`config.mk`:
```
export PLATFORM = sky130hd
export DESIGN_NAME = cla_result_accumulator
export DESIGN_NICKNAME = d
export VERILOG_FILES = /design/src/rtl/cla_result_accumulator_pkg.sv /design/src/rtl/cla_result_accumulator_sat_counter.sv /design/src/rtl/cla_result_accumulator.sv
export SDC_FILE = /design/constraint.sdc
export NUM_CORES = 1
export LEC_CHECK = 0
export BUFFER_PORTS_ARGS = -buffer_cell sky130_fd_sc_hd__clkbuf_2
export CORE_UTILIZATION = 51
export CTS_CLUSTER_DIAMETER = 200
export DETAILED_ROUTE_END_ITERATION = 10
export PLACE_DENSITY = 0.84
export SLEW_MARGIN = 0
export SYNTH_ARGS = -nofsm -noshare
export SYNTH_HDL_FRONTEND = slang
export SYNTH_HIERARCHICAL = 1
export SYNTH_SLANG_ARGS = --single-unit
```
`constraint.sdc`:
```
create_clock -name clk -period 2.73 [get_ports clk]
set_input_delay 0.4095 -clock clk [delete_from_list [all_inputs] [get_ports clk]]
set_output_delay 0.4095 -clock clk [all_outputs]
set_load 0.03 [all_outputs]
```
`src/rtl/cla_result_accumulator_pkg.sv`:
```
// Shared definitions for the CLA result path: default slice/accumulator widths and FSM encodings.
// Kept common with the CLA stage so the slice width seen here always matches the producer.
package cla_result_accumulator_pkg;

   localparam int DATA_W_DEF  = 4;
   localparam int ACC_W_DEF   = 12;
   localparam int COUNT_W_DEF = 8;

   typedef enum logic [1:0] {
      ST_IDLE  = 2'd0,
      ST_ACCUM = 2'd1,
      ST_HOLD  = 2'd2
   } acc_state_t;

endpackage

```
`src/rtl/cla_result_accumulator_sat_counter.sv`:
```
// Saturating up-counter with synchronous clear (clear wins over enable); 1-cycle update latency.
// No backpressure: counts every enabled cycle, sticks at all-ones.
module sat_counter
   import cla_result_accumulator_pkg::*;
#(
   parameter int W = COUNT_W_DEF
) (
   input  logic         clk,
   input  logic         rst_n,
   input  logic         clr,
   input  logic         en,
   output logic [W-1:0] cnt
);

   always_ff @(posedge clk or negedge rst_n) begin
      if (!rst_n) begin
         cnt <= '0;
      end else if (clr) begin
         cnt <= '0;
      end else if (en && (cnt != {W{1'b1}})) begin
         cnt <= cnt + W'(1);
      end
   end

endmodule

```
`src/rtl/cla_result_accumulator.sv`:
```
// Accumulates a programmed number of CLA {cout,sum} results; out_valid rises on the edge registering the last sample.
// Result held in HOLD until out_ready; start while busy is dropped, in_valid outside ACCUM is ignored.
module cla_result_accumulator
   import cla_result_accumulator_pkg::*;
#(
   parameter int DATA_W  = DATA_W_DEF,
   parameter int ACC_W   = ACC_W_DEF,
   parameter int COUNT_W = COUNT_W_DEF
) (
   input  logic               clk,
   input  logic               rst_n,
   input  logic               start,
   input  logic [COUNT_W-1:0] num_samples,
   input  logic               in_valid,
   input  logic [DATA_W-1:0]  in_sum,
   input  logic               in_cout,
   input  logic               out_ready,
   output logic               out_valid,
   output logic [ACC_W-1:0]   acc_out,
   output logic [COUNT_W-1:0] carry_cnt,
   output logic               overflow,
   output logic               busy
);

   acc_state_t         state;
   logic [COUNT_W-1:0] num_lat;
   logic [COUNT_W-1:0] smp_cnt;
   logic [ACC_W:0]     sum_ext;
   logic               start_ok;
   logic               take;
   logic               last;

   assign start_ok = (state == ST_IDLE) && start;
   assign take     = (state == ST_ACCUM) && in_valid;
   // One extra bit on the adder exposes the wrap that drives the sticky overflow.
   assign sum_ext  = {1'b0, acc_out} + {{(ACC_W - DATA_W){1'b0}}, in_cout, in_sum};
   assign last     = (smp_cnt == (num_lat - COUNT_W'(1)));

   sat_counter #(.W(COUNT_W)) u_carry_cnt (
      .clk   (clk),
      .rst_n (rst_n),
      .clr   (start_ok),
      .en    (take && in_cout),
      .cnt   (carry_cnt)
   );

   always_ff @(posedge clk or negedge rst_n) begin
      if (!rst_n) begin
         state     <= ST_IDLE;
         num_lat   <= '0;
         smp_cnt   <= '0;
         acc_out   <= '0;
         overflow  <= 1'b0;
         out_valid <= 1'b0;
         busy      <= 1'b0;
      end else begin
         case (state)
            ST_IDLE: begin
               if (start) begin
                  num_lat  <= num_samples;
                  smp_cnt  <= '0;
                  acc_out  <= '0;
                  overflow <= 1'b0;
                  busy     <= 1'b1;
                  if (num_samples == '0) begin
                     state     <= ST_HOLD;
                     out_valid <= 1'b1;
                  end else begin
                     state <= ST_ACCUM;
                  end
               end
            end
            ST_ACCUM: begin
               if (in_valid) begin
                  acc_out  <= sum_ext[ACC_W-1:0];
                  overflow <= overflow | sum_ext[ACC_W];
                  smp_cnt  <= smp_cnt + COUNT_W'(1);
                  if (last) begin
                     state     <= ST_HOLD;
                     out_valid <= 1'b1;
                  end
               end
            end
            ST_HOLD: begin
               if (out_ready) begin
                  state     <= ST_IDLE;
                  out_valid <= 1'b0;
                  busy      <= 1'b0;
               end
            end
            default: begin
               state     <= ST_IDLE;
               out_valid <= 1'b0;
               busy      <= 1'b0;
            end
         endcase
      end
   end

endmodule

```
==> results of run 1 <==
-- worst min-delay path by stage --
stage	slack, ns	cells after the start	from	to
5_1_grt	0.34	2	num_samples[2]	num_lat[2]
2_1_floorplan	0.11	0	rst_n	acc_out[0]
3_5_place_dp	0.47	1	busy	busy
3_3_place_gp	0.47	1	busy	busy
6_report	0.27	1	rst_n	num_lat[5]
4_1_cts	0.31	1	rst_n	num_lat[5]
-- per-layer routing --
layer,vias to the layer above,part of all wire
li1,958,-
met1,976,0.45
met2,58,0.49
met3,11,0.039
met4,0,0.023
met5,-,0
-- registers in the layout, indices dropped and copies added, names as in the netlist --
signal           flops
smp_cnt              8
overflow             1
acc_out             12
state                2
out_valid            1
num_lat              8
u_carry_cnt/cnt      8
busy                 1
-- where the power goes --
part	switching (µW)	leakage (µW)	internal (µW)
registers	204	0.000542	759
clock network	204	0.0000585	298
logic	573	0.000706	444
-- critical path, stage by stage, from the launching register on --
cell and delay, ns:
dfrtp_1 0.42, inv_1 0.09, ha_1 0.18, or3b_4 0.39, or4_1 0.48, a2111o_1 0.47, a311oi_4 0.29, mux2i_1 0.21
-- cell usage in the layout, fill, tap and decap left out, types with 4 or more instances in the layout --
cell | synthesis | final
a22o_1 | 5 | 5
a211oi_1 | 4 | 4
nor2_1 | 14 | 14
a21oi_1 | 13 | 13
xor2_1 | 10 | 10
o31ai_1 | 6 | 6
dfrtp_1 | 41 | 41
clkbuf_8 | 0 | 6
a21o_1 | 6 | 6
clkbuf_2 | 0 | 40
and2_1 | 4 | 4
mux2_2 | 9 | 9
buf_4 | 0 | 4
or3_1 | 4 | 4
xnor2_1 | 6 | 6
inv_1 | 8 | 8
nand2b_1 | 4 | 4
nor2b_1 | 4 | 4
or4_1 | 6 | 6
nand3_1 | 7 | 7
nand2_1 | 14 | 14
ha_1 | 8 | 8
nor3_1 | 5 | 5
o21ai_0 | 9 | 9
-- final cells by class --
class	instances	area, µm²
Timing Repair Buffer	44	230.2
Clock inverter	1	30.03
Multi-Input combinational cell	178	1286
Sequential cell	41	1026
Tap cell	52	65.06
Inverter	8	30.03
Clock buffer	7	86.33
Fill cell	362	1660
-- logic make-up (layout without fill, tap and decap cells) --
family          Yosys count  count (layout)  synth area share
simple gates             85              85            0.2082
xor+xnor                 16              16           0.05919
buf+inv                  17              60           0.02801
fa+ha+maj                 9               9           0.05074
mux                      12              12           0.05550
compound gates           56              56            0.1649
flops                    41              41            0.4334
-- per-stage QoR --
step	hold slack [ns]	total power, µW	cell area [µm²]
2_1_floorplan	0.1139	1706	2367
3_3_place_gp	0.4688	1942	2626
3_5_place_dp	0.4729	1977	2626
4_1_cts	0.3057	2492	2743
5_1_grt	0.3432	2661	2754
6_report	0.2748	2483	2754
-- timing repair --
action                                  4_1_cts  5_1_grt
setup buffers                                 0        0
resized for setup                             0        1
endpoints found under the setup margin        0        1
==> impl_results.md, run 1 <==
- Power Density: 901.7 nW/µm²
- Root Driver: clkbuf_8
- Top post-synthesis cells by area: dfrtp_1, mux2_2, ha_1
- Max clock buf depth: 2
- Port bufs: 40
- Final WL: 5031 µm
- VDD IR max: between 0.4 and 0.5 mV
- GR peak layer: met2
- Final period util: 0.9536
- Sink Count: ~40
- Num CTS Buffers: 5
- Nets: between 300 and 400
- Vias: between 2000 and 2500
- #FFs+latches synth: 41
- GPL Wtd Cong: 0.8673
- DRT iter0 DRCs: 151
- End point of the critical path: out_valid
- Pleak: 0.001306 µW
- Clock skew: 0.007205 ns
- Unique cell type count in the Yosys netlist: 53
- Vias in the first global route: 1854
- Residual DRC: 0
- Cell taking the most area after synthesis: dfrtp_1
- Diode count: 0
- Crit path DAT: about 2.8 ns
- Final setup fails: 0
- Die height: 70.13 µm
- Kind of end point of the critical path: flip-flop
- Critical Path Fanout Max: 4
- Post-route ant nets: 0
- RR Startpoint: num_lat[0]
- Core area: 4414 µm²
- # placed instances: 323
- Maximum clock frequency: 384.1 MHz
- Die Wd: between 70 and 80 µm
- Max-Cap Viols: 0
- Final Hold Viols: 0
- Crit path from: num_lat[0]
- Syn nets: 263
- Clock insertion delay at the later pin of the skew report: 0.29 ns
- WP data required: 2.95 ns
- Drt via density: 6.051
- GR Util met2: 0.3419
- Ys async rst share: 1.000
- Post-Synthesis Cells: between 200 and 250
- Synthesized area per cell: 10.03 µm²
- Share of the synthesized area in the top cell type: 0.4334
- Final core occ: 0.6239
- Slew Viols, Final: 0
- Synth Flop Type: dfrtp_1
- Global-route wire length before repair: 8514 µm
- Seq/Total Area, Yosys: 0.4334
- Synthesized cell area: about 2400 µm²
- Largest net degree at the start of global routing: 42
- Dpl ws: ~0.14 ns
- Flop2flop setup slack: 0.13 ns
- Total GRT Usage: 0.2184
- DRT Pass-1 Iters: 4
- Global route overflow: 0
- Post-DP HPWL: 3681 µm
- Kind of critical path: flip-flop to flip-flop
- DIE AREA: 4918 µm²
- Setup TNS: 0 ns
- Grt met3 use: 0.04040
- Row count: 24
- Final std cells w/o fill: 331
- Clock H-tree levels: 2
- GR Layer Usage met1: 0.2897
- Worst hold path type: input pin to asynchronous set/reset pin
- Rel. slew slack: 0.3219
- Most common cell in the netlist: dfrtp_1
- WL per Instance: 15.20 µm
- Initial antenna violation count: 0
- Commonest cells post-synth: dfrtp_1, nand2_1, nor2_1
- Yosys warnings: 6
- Clock transition at path regs: 0.08 ns
- Critical path launch point type: flip-flop
- # IOs: 41
- Slew @ Worst Pin: 1.017 ns
- CTS tree: built
- Worst-case reg-to-reg path depth: 7
- CTS Hold Buffers Added: 0
- Number of synthesized flops with an enable pin: 0
- Share of layout cells above drive strength 1: 0.2401
- Outcome: completed
- Clock period minus worst slack: 2.603 ns
- Initial Util: 0.5363
- Critical R2R Capture: out_valid
- Fin worst setup slack: 0.1268 ns
- Area Overhead vs Synth: 16.33%
Note: power is estimated with default switching activity, not from simulation.
==> run 2, diff against run 1 <==
- clock period: 2.73 -> 3.05 ns (I/O delays scaled with it)
==> impl_results.md, run 2 (synthesized netlist as in run 1, its figures left out) <==
- CTS Hold Buffers Added: 0
- Diode count: 0
- Root Driver: clkbuf_8
- Post-route ant nets: 0
- Setup TNS: 0 ns
- Post-CTS sizing: 0
- Final WL: approximately 5200 µm
- Crit path DAT: 2.77 ns
- Fillers: 371
- DRT Pass-1 Iters: 4
- Area Overhead vs Synth: 14.27%
- Total GRT Usage: 0.2265
- Nets: 304
- Multi-input gate area: 1275 µm²
- Vias in the first global route: ~1900
- Clock insertion delay at the later pin of the skew report: 0.29 ns
- Commonest non-fill, non-tap cell in the layout: dfrtp_1
- Grt met3 use: 0.05195
- Post-DP HPWL: 3856 µm
- GR peak layer: met2
- RSZ-0062 raised after global routing: false
- Commonest cells after routing, fill and taps aside: dfrtp_1, clkbuf_2, nor2_1, nand2_1, a21oi_1
- Residual DRC: 0
- Power Density: 792.2 nW/µm²
- DIE AREA: 4918 µm²
- Clock skew: 0.006660 ns
- # placed instances: 322
- Core area: 4414 µm²
- Final setup fails: 0
- GR Util met2: 0.3750
- Critical Path Fanout Max: 4
- WP data required: 3.27 ns
- Num CTS Buffers: 5
- Max reg flops: 12
- WL per Instance: 15.72 µm
- Sink Count: 41
- Die height: 70.13 µm
- Max clock buf depth: 2
- Maximum clock frequency: 391.6 MHz
- Rel. slew slack: 0.3114
- Reg area: slightly above 1000 µm²
- Global-route wire length before repair: 8783 µm
- Clock period minus worst slack: 2.553 ns
- Vias: 2009
- Worst hold path type: input pin to asynchronous set/reset pin
- Largest net degree at the start of global routing: 42
- # IOs: 41
- Post CTS Setup Buffer Count: 0
- Clock transition at path regs: 0.08 ns
- Outcome: completed
- Slew Viols, Final: 0
- Final period util: 0.8372
- Max-Cap Viols: 0
- VDD IR max: around 0.36 mV
- DRT iter0 DRCs: 98
- Global route overflow: 0
- Kind of end point of the critical path: flip-flop
- Critical path launch point type: flip-flop
- Pleak: about 0.0013 µW
- Die Wd: around 70 µm
- Share of layout cells above drive strength 1: 0.2347
- Row count: 24
- Clock H-tree levels: 2
- Initial antenna violation count: 0
- Final std cells w/o fill: 329
- Initial Util: 0.5363
- Port bufs: 40
- GPL Wtd Cong: approximately 0.86
- CTS tree: built
- Drt via density: ~6.1
- Slew @ Worst Pin: roughly 1.0 ns
- Final Hold Viols: 0
- GR Layer Usage met1: 0.2987
- Kind of critical path: flip-flop to flip-flop
- Most flop-heavy register: acc_out
## run 2: cell count changes in the layout (fill, tap and decap cells not counted), sizes merged
| cell | before | now |
|---|---|---|
| bufinv | 1 | 0 |
| buf | 4 | 3 |
## run 2: final timing paths
| kind | start | endpoint | slack [ns] | depth (start not counted) |
|---|---|---|---|---|
| setup / recovery | num_lat[0] | out_valid | 0.50 | 7 |
| hold / removal | rst_n | num_lat[4] | 0.33 | 1 |
| hold reg to reg | busy | busy | 0.48 | 1 |
| min in group clk | num_samples[5] | num_lat[5] | 0.41 | 2 |
| setup reg to reg | num_lat[0] | out_valid | 0.50 | 7 |
| max in group asynchronous | rst_n | acc_out[10] | 2.08 | 1 |
## run 2: final cells by class
class,instances,area share
Multi-Input combinational cell,178,0.4713
Sequential cell,41,0.3793
Timing Repair Buffer,43,0.08233
Clock buffer,7,0.03191
Tap cell,52,0.02405
Inverter,8,0.01110
## run 2: through the flow
stage | hold slack (ns) | instance area (µm²) | util | power (µW) | setup slack, ns
after global routing | 0.4027 | 2705 | 0.6128 | 2298 | 0.3478
after floorplan | 0.1619 | 2367 | - | 1527 | 0.6302
after global placement | 0.4694 | 2619 | 0.5933 | 1732 | 0.5774
after CTS | 0.3683 | 2705 | 0.6128 | 2154 | 0.4892
after detailed placement | 0.4729 | 2619 | 0.5933 | 1791 | 0.4976
final | 0.3330 | 2705 | 0.6128 | 2143 | 0.4965
## run 2: layer usage
metal,share of wire,wire (µm)
met5,0,0
met4,0.014,74
met3,0.034,177
met2,0.51,2645
met1,0.44,2276
## run 2: power by group
part           total (µW)  internal (µW)  switching (µW)
Sequential            864            680             184
Combinational         917            395             522
Clock                 362            180             182
Total                2140           1250             889
## run 2: critical path, stage by stage, from the launching register on
cell and delay [ns]:
dfrtp_1 0.41, inv_1 0.08, ha_1 0.17, or3b_4 0.40, or4_1 0.47, a2111o_1 0.42, a311oi_2 0.30, mux2i_1 0.22
==> run 3, diff against run 2 <==
- CORE_UTILIZATION: 51 -> 50
- PLACE_DENSITY: 0.84 -> 0.85
- clock period: 3.05 -> 2.3 ns (I/O delays scaled with it)
==> impl_results.md, run 3 (synthesized netlist as in run 1, its figures left out) <==
- Sink Count: 41
- Design Power: between 3000 and 4000 µW
- Area Overhead vs Synth: 19.87%
- Core area: ~4400 µm²
- Critical-path cell list: inv_2 > ha_4 > or3b_4 > or4_1 > a2111o_1 > a311oi_2 > mux2i_1
- Global route overflow: 0
- Max-Cap Viols: 0
- Final core occ: 0.6385
- CP peak stage delay: ~0.40 ns
- Slew Viols, Final: 0
- Diode count: 0
- CP Buf/Inv Count: 1
- WP data required: 2.52 ns
- Critical Path Fanout Max: 3
- Pleak: 0.001355 µW
- Max clock buf depth: 2
- Commonest cells after routing, fill and taps aside: dfrtp_1, clkbuf_2, buf_4
- CTS tree: built
- DIE AREA: 5013 µm²
- Fin worst setup slack: -0.05412 ns
- Die height: 70.81 µm
- Row count: 24
- Total GRT Usage: 0.2212
- Post-route cell area: 2838 µm²
- Crit path DAT: 2.58 ns
- Cell Area, Placed: 2719 µm²
- Final WL: approximately 5100 µm
- Port bufs: 40
- Outcome: finished with violations
- Residual DRC: 0
- Flop2flop setup slack: -0.05 ns
- Drt via density: a little under 6
- Critical R2R Capture: out_valid
- Worst-case reg-to-reg path depth: 7
- Power Density: 1063 nW/µm²
- RR Startpoint: num_lat[1]
- RSZ-0062 raised after global routing: true
- GR peak layer: met2
- Kind of critical path: flip-flop to flip-flop
- Setup TNS: -0.09996 ns
- Kind of end point of the critical path: flip-flop
- Most flop-heavy register: acc_out
- Vias: 1995
- Clock insertion delay at the later pin of the skew report: 0.29 ns
- GR Layer Usage met1: 0.3069
- Grt met3 use: 0.03989
- Cell family with most CP delay: simple AND/OR/NAND/NOR gates
- Vias in the first global route: around 1900
- Initial antenna violation count: 0
- Rel. slew slack: 0.5693
- WL per Instance: 14.71 µm
- Nets: around 320
- Num CTS Buffers: 5
- Max reg flops: 12
- Final period util: 1.024
- Final setup fails: 3
- Final Hold Viols: 0
- Commonest non-fill, non-tap cell in the layout: dfrtp_1
- Worst hold path type: input pin to asynchronous set/reset pin
- Final std cells w/o fill: 344
- Slew @ Worst Pin: 0.6370 ns
- Failing checks: negative setup slack
- Share of layout cells above drive strength 1: 0.2877
- Clock skew: 0.005134 ns
- Post-route ant nets: 0
- Largest net degree at the start of global routing: 42
- Clock H-tree levels: 2
- GR Util met2: 0.3419
- VDD IR max: 0.5339 mV
- Post-DP HPWL: 3804 µm
- Initial Util: 0.5327
- DRT Pass-1 Iters: 6
- Maximum clock frequency: around 420 MHz
- Critical path launch point type: flip-flop
- Clock transition at path regs: about 0.08 ns
- Global-route wire length before repair: 8700 µm
- CTS Hold Buffers Added: 0
- Clock period minus worst slack: 2.354 ns
- # placed instances: between 300 and 400
- GPL Wtd Cong: 0.8242
- # IOs: just over 40
- Root Driver: clkbuf_8
- DRT iter0 DRCs: 153
- Worst path slowest cell: or4_1
- Die Wd: between 70 and 80 µm
[run 3: cell types whose count changed in the layout (fill, tap and decap cells not counted), sizes merged]
| cell | previous run | this run |
|---|---|---|
| buf | 3 | 17 |
| clkinv | 0 | 1 |
[run 3: worst register-to-register path, stage by stage, from the launching register on]
cell      delay (ns)
dfrtp_1         0.39
inv_2           0.08
ha_4            0.13
or3b_4          0.37
or4_1           0.40
a2111o_1        0.38
a311oi_2        0.32
mux2i_1         0.22
[run 3: worst max path at each step]
stage / depth (start not counted) / from / slack (ns) / to
floorplan: 7 / num_lat[0] / -0.06 / out_valid
global placement: 7 / num_lat[1] / -0.08 / out_valid
detailed placement: 7 / num_lat[1] / -0.16 / out_valid
CTS: 7 / num_lat[1] / -0.06 / out_valid
global route: 7 / num_lat[1] / -0.16 / out_valid
finish: 7 / num_lat[1] / -0.05 / out_valid
[run 3: timing repair]
| action | in CTS | in global routing |
|---|---|---|
| pin swaps | 2 | 1 |
| resized for setup | 3 | 0 |
| setup buffers | 1 | 0 |
| endpoints found under the setup margin | 3 | 3 |
[run 3: area by class of cell]
| cell class | instances | area [µm²] |
|---|---|---|
| Fill cell | 348 | 1607 |
| Multi-Input combinational cell | 178 | 1287 |
| Sequential cell | 41 | 1026 |
| Timing Repair Buffer | 57 | 327.8 |
| Clock buffer | 7 | 96.34 |
| Tap cell | 52 | 65.06 |
| Inverter | 8 | 30.03 |
| Clock inverter | 1 | 5.005 |
[run 3: power breakdown]
part | internal [µW] | total [µW] | switching, µW | leakage (µW)
clock | 271 | 510 | 239 | 0.0000542
combinational | 653 | 1400 | 750 | 0.000759
sequential | 902 | 1100 | 202 | 0.000542
[run 3: routing by layer]
metal | wire length [µm] | vias to the layer above
met2 | 2478 | 42
met1 | 2309 | 961
met4 | 93 | 0
met5 | 0 | -
li1 | - | 983
met3 | 178 | 9
[run 3: metrics by stage]
| stage | hold slack (ns) | setup WS [ns] |
|---|---|---|
| finish | 0.1039 | -0.05412 |
| global route | 0.1561 | -0.1558 |
| CTS | 0.1228 | -0.05992 |
| detailed placement | 0.4431 | -0.1568 |
| global placement | 0.4405 | -0.08271 |
| floorplan | 0.04941 | -0.06272 |
